`src/rtl/serial_adder_ctrl.sv`:
```
// Bit-serial adder sequencer: one gate-level full-adder cell, operand shift
// registers, carry flop, bit counter and a start/busy/done handshake.
//
//   state  | meaning
//   IDLE   | waiting for START; outputs hold the last result
//   RUN    | one operand bit pair added per clock, LSB first
//   FINISH | DONE pulse; a new START is accepted here without an idle cycle
module serial_adder_ctrl #(
  parameter int WIDTH = 8
) (
  input  logic             CLK,
  input  logic             RST,
  input  logic             START,
  input  logic [WIDTH-1:0] A_IN,
  input  logic [WIDTH-1:0] B_IN,
  input  logic             CIN,
  output logic             BUSY,
  output logic             DONE,
  output logic [WIDTH-1:0] SUM_OUT,
  output logic             COUT
);

  localparam int CW = $clog2(WIDTH);
  localparam logic [CW-1:0] LAST = CW'(WIDTH - 1);

  typedef enum logic [1:0] {IDLE, RUN, FINISH} state_t;

  state_t           state_q, state_d;
  logic [WIDTH-1:0] areg_q, areg_d;
  logic [WIDTH-1:0] breg_q, breg_d;
  logic [WIDTH-2:0] sreg_q, sreg_d;
  logic             carry_q, carry_d;
  logic [CW-1:0]    cnt_q, cnt_d;
  logic             busy_q, busy_d;
  logic             done_q, done_d;
  logic [WIDTH-1:0] sum_out_q, sum_out_d;
  logic             cout_q, cout_d;
  logic             accept;
  logic [WIDTH-1:0] sum_shift;

  wire ab_x, ab_a, cx_a, fa_s, fa_c;

  xor u_x1 (ab_x, areg_q[0], breg_q[0]);
  xor u_x2 (fa_s, ab_x, carry_q);
  and u_a1 (ab_a, areg_q[0], breg_q[0]);
  and u_a2 (cx_a, ab_x, carry_q);
  or  u_o1 (fa_c, ab_a, cx_a);

  always_comb begin
    state_d   = state_q;
    areg_d    = areg_q;
    breg_d    = breg_q;
    sreg_d    = sreg_q;
    carry_d   = carry_q;
    cnt_d     = cnt_q;
    sum_out_d = sum_out_q;
    cout_d    = cout_q;
    accept    = 1'b0;
    // New sum bit enters at the MSB so the result ends up LSB-aligned.
    sum_shift = {fa_s, sreg_q};

    case (state_q)
      IDLE: accept = START;
      RUN: begin
        areg_d  = areg_q >> 1;
        breg_d  = breg_q >> 1;
        sreg_d  = sum_shift[WIDTH-1:1];
        carry_d = fa_c;
        if (cnt_q == LAST) begin
          sum_out_d = sum_shift;
          cout_d    = fa_c;
          state_d   = FINISH;
        end else begin
          cnt_d = cnt_q + 1'b1;
        end
      end
      FINISH: begin
        if (START) accept = 1'b1;
        else       state_d = IDLE;
      end
      default: state_d = IDLE;
    endcase

    if (accept) begin
      areg_d  = A_IN;
      breg_d  = B_IN;
      carry_d = CIN;
      cnt_d   = '0;
      state_d = RUN;
    end

    busy_d = (state_d == RUN);
    done_d = (state_d == FINISH);
  end

  always_ff @(posedge CLK or posedge RST) begin
    if (RST) begin
      state_q   <= IDLE;
      areg_q    <= '0;
      breg_q    <= '0;
      sreg_q    <= '0;
      carry_q   <= 1'b0;
      cnt_q     <= '0;
      busy_q    <= 1'b0;
      done_q    <= 1'b0;
      sum_out_q <= '0;
      cout_q    <= 1'b0;
    end else begin
      state_q   <= state_d;
      areg_q    <= areg_d;
      breg_q    <= breg_d;
      sreg_q    <= sreg_d;
      carry_q   <= carry_d;
      cnt_q     <= cnt_d;
      busy_q    <= busy_d;
      done_q    <= done_d;
      sum_out_q <= sum_out_d;
      cout_q    <= cout_d;
    end
  end

  assign BUSY    = busy_q;
  assign DONE    = done_q;
  assign SUM_OUT = sum_out_q;
  assign COUT    = cout_q;

endmodule

```
`config.mk`:
```
export PLATFORM = sky130hd
export DESIGN_NAME = serial_adder_ctrl
export DESIGN_NICKNAME = d
export VERILOG_FILES = /design/src/rtl/serial_adder_ctrl.sv
export SDC_FILE = /design/constraint.sdc
export NUM_CORES = 1
export LEC_CHECK = 0
export CORE_MARGIN = 2
export CORE_UTILIZATION = 54
export CTS_BUF_LIST = sky130_fd_sc_hd__clkbuf_4
export DETAILED_ROUTE_END_ITERATION = 8
export PLACE_DENSITY = 0.81
export SLEW_MARGIN = 10
export SYNTH_ARGS = -nofsm -noshare
export SYNTH_HDL_FRONTEND = slang
export SYNTH_SLANG_ARGS = --single-unit
```
`constraint.sdc`:
```
create_clock -name CLK -period 1.8 [get_ports CLK]
set_input_delay 0.54 -clock CLK [delete_from_list [all_inputs] [get_ports CLK]]
set_output_delay 0.54 -clock CLK [all_outputs]
set_load 0.02 [all_outputs]
```
==> results.py <==
metrics = {
    "outcome": {
        "outcome": "finished, final reports clean",
    },
    "global_routing": {
        "antenna_found_initial": 0,
        "grt_pass1_vias": 1165,
        "met1_usage_pct": 23.7,
        "track_usage_pct": 18.7,
        "use_met3_pct": 4.97,
        "grt_pass1_wl_mm": 5.11,
        "grt_max_degree": 41,
        "top_usage_layer": "met2",
        "overflow": 0,
        "grt.met2_usage_pct": 30.1,
    },
    "worst_setup_path": {
        "arrival_ns": 1.92,
        "reg2reg_slack_ns": 0.16,
        "path_max_fanout": 4,
        "critPathRequiredTime_ns": 2.08,
        "critPathMostFrequentCell": "ha_1",
        "critPathSlowestCell": "dfrtp_1",
        "setup.worst_path.end_class": "flop",
        "critPathBufInv": 1,
        "crit_family": "adder cells",
        "max_stage_delay_ns": 0.43,
        "worstSetupPathType": "flop to flop",
        "cp_cell_sequence": "ha_1 > ha_1 > nor2_1 > buf_4 > xor2_1 > a22o_1",
        "start_kind": "flop",
    },
    "floorplanning": {
        "initial_utilization_pct": 55.2,
        "fp.dieW_um": 61.9,
        "core_sq_um": 3280,
        "die_y_um": 61.9,
        "ioPinCount": 31,
        "num_rows": 21,
        "dieArea_sq_um": 3830,
    },
    "placed_design": {
        "gp_congestion": 0.765,
        "io_buffers": 30,
        "place_hpwl_mm": 2.16,
    },
    "timing": {
        "max_freq_mhz": 610,
        "whs_ns": 0.491,
        "slew_headroom_pct": 70.5,
        "finalHoldViolations": 0,
        "rsz0062_at_grt": "no",
        "setup_violations": 0,
        "worstMarginPinSlew_ns": 0.443,
        "finalClockSkew_ns": 0.0124,
        "slew_viol_final": 0,
        "min_period_ns": 1.64,
        "tns_ns": 0,
        "post-route-period-util_pct": 91.1,
    },
    "final_layout": {
        "final_nets": 213,
        "num-fill-cells": 268,
        "antenna_cells": 0,
        "mostFrequentLayoutCell": "dfrtp_1",
        "area_growth_pct": 21.5,
        "multiInputGateArea_sq_um": 662,
        "seq_area_sq_um": 1000,
        "final_cell_mix": "40 x dfrtp_1, 26 x nand2_1, 19 x clkdlybuf4s50_1",
        "drive_above_1_share_pct": 14.7,
    },
    "power": {
        "power_leakage_nw": 1.09,
        "cellPowerDensity_nw_per_um2": 1630,
        "ir_drop_v": 0.000663,
        "total_power_mw": 3.60,
    },
    "synth": {
        "synth-simple-area-share_pct": 11.4,
        "synth.area.mux_share_pct": 10.2,
        "ys_types": 27,
        "synth_seq_cells": 40,
        "synth_fa_ha_area_share_pct": 2.49,
        "ys_seq_area_share_pct": 55.2,
        "syn-cell-area_sq_um": 1810,
        "netlist.area_leader.share_pct": 55.2,
        "synth.area.top_cells": "dfrtp_1 55%, mux2_4 7.5%, nand2_1 5.4%",
        "synth_compound_area_share_pct": 11.9,
        "synth_xor_area_share_pct": 0.483,
        "synth_top_family_by_area": "compound AO/OA/AOI/OAI gates",
        "ys_async_sr_fraction_pct": 100,
        "synth_fp_nets": 180,
        "synth_cells": 157,
        "synth_area_per_cell_sq_um": 11.5,
        "yosysWarnings": 0,
        "synth_ff_type": "dfrtp_1",
        "yosysTopAreaCell": "dfrtp_1",
        "synth-edff-count": 0,
    },
    "hold_path": {
        "hp-class": "flop to flop",
    },
    "clock_tree": {
        "clkTransAtPathRegs_ns": 0.11,
        "clk_latency_ns": 0.35,
        "cts_setup_buffers": 0,
        "tritoncts": "yes",
        "clockBufferDepth": 2,
        "cts_buffers": 5,
        "cts-root-buf": "clkbuf_4",
        "cts.sinks": 40,
        "ctsHtreeMaxLevel": 2,
    },
    "routing": {
        "dr_total_vias": 1235,
        "avgRoutedWirePerCell_um": 13.1,
        "first_pass_iters": 4,
        "drt-total-wl_mm": 3.10,
        "drt_iter0_drc": 62,
        "ant_nets": 0,
        "vias_per_cell": 5.21,
        "drc": 0,
    },
    "run": {
        "cap_violations": 0,
    },
}
## state kept, by name, indices dropped and copies added, names as in the netlist
name / flops
BUSY: 1
COUT: 1
DONE: 1
SUM_OUT: 8
areg_q: 8
breg_q: 8
carry_q: 1
cnt_q: 3
sreg_q: 7
state_q: 2
## repair_timing
action                                  in CTS  in global routing
resized for setup                           11                  0
hold buffers                                 0                  0
endpoints found under the setup margin      11                  0
## final cells by class
type / count / area share [%]
flip-flops and latches: 40 / 45.5
repair buffers: 35 / 15.3
clock buffers: 5 / 1.71
inverters: 15 / 2.90
well taps: 46 / 2.62
multi-input cells: 93 / 30.1
clock inverters: 3 / 1.93
## where the power goes
part | leakage [nW] | internal, mW | switching (mW)
registers | 0.485 | 1.30 | 0.278
clock network | 0.0428 | 0.290 | 0.288
logic | 0.563 | 0.694 | 0.751
total | 1.09 | 2.28 | 1.32
## per-stage QoR
step	instances	instance area (sq um)	worst slack [ns]	util [%]
finish	237	2200	0.161	67.0
global route	237	2200	0.0528	67.0
CTS	237	2200	0.157	67.0
detailed placement	229	2130	0.0921	65.0
global placement	229	2130	0.133	65.0
floorplan	157	1810	0.242	-
## layer usage
layer / routed length (um) / part of all wire (%)
met4: 40 / 1.3
met2: 1550 / 50
met5: 0 / 0
met3: 172 / 5.5
met1: 1330 / 43
## worst paths after layout
| path | depth (start not counted) | endpoint | startpoint |
|---|---|---|---|
| max in group asynchronous | 3 | cnt_q[1] | RST |
| hold / removal | 2 | sreg_q[0] | sreg_q[0] |
| hold reg to reg | 2 | sreg_q[0] | sreg_q[0] |
| setup reg to reg | 6 | cnt_q[0] | cnt_q[0] |
| min in group asynchronous | 3 | SUM_OUT[5] | RST |
| setup / recovery | 6 | cnt_q[0] | cnt_q[0] |
## worst register-to-register path, cell delays in order (launching register included)
cell and delay, ns:
dfrtp_1 0.43, ha_1 0.22, ha_1 0.26, nor2_1 0.18, buf_4 0.16, xor2_1 0.18, a22o_1 0.15
## cells in the mapped netlist (2+ instances only)
master    number
nand3_1        3
nor2_1         2
o21ai_0        2
mux2_4         9
dfrtp_1       40
o22ai_1       12
nand2_1       26
a211oi_1       3
buf_2          2
ha_1           2
nor2b_1        3
a21oi_1       15
buf_6          6
mux2i_1        5
inv_1         14
nand2b_4       2
## logic make-up after synthesis
family,after synthesis
buf+inv,24
flops,40
xor+xnor,1
fa+ha+maj,3
mux,14
simple gates,39
compound gates,36
No activity file was read; power rests on OpenSTA's default activity.
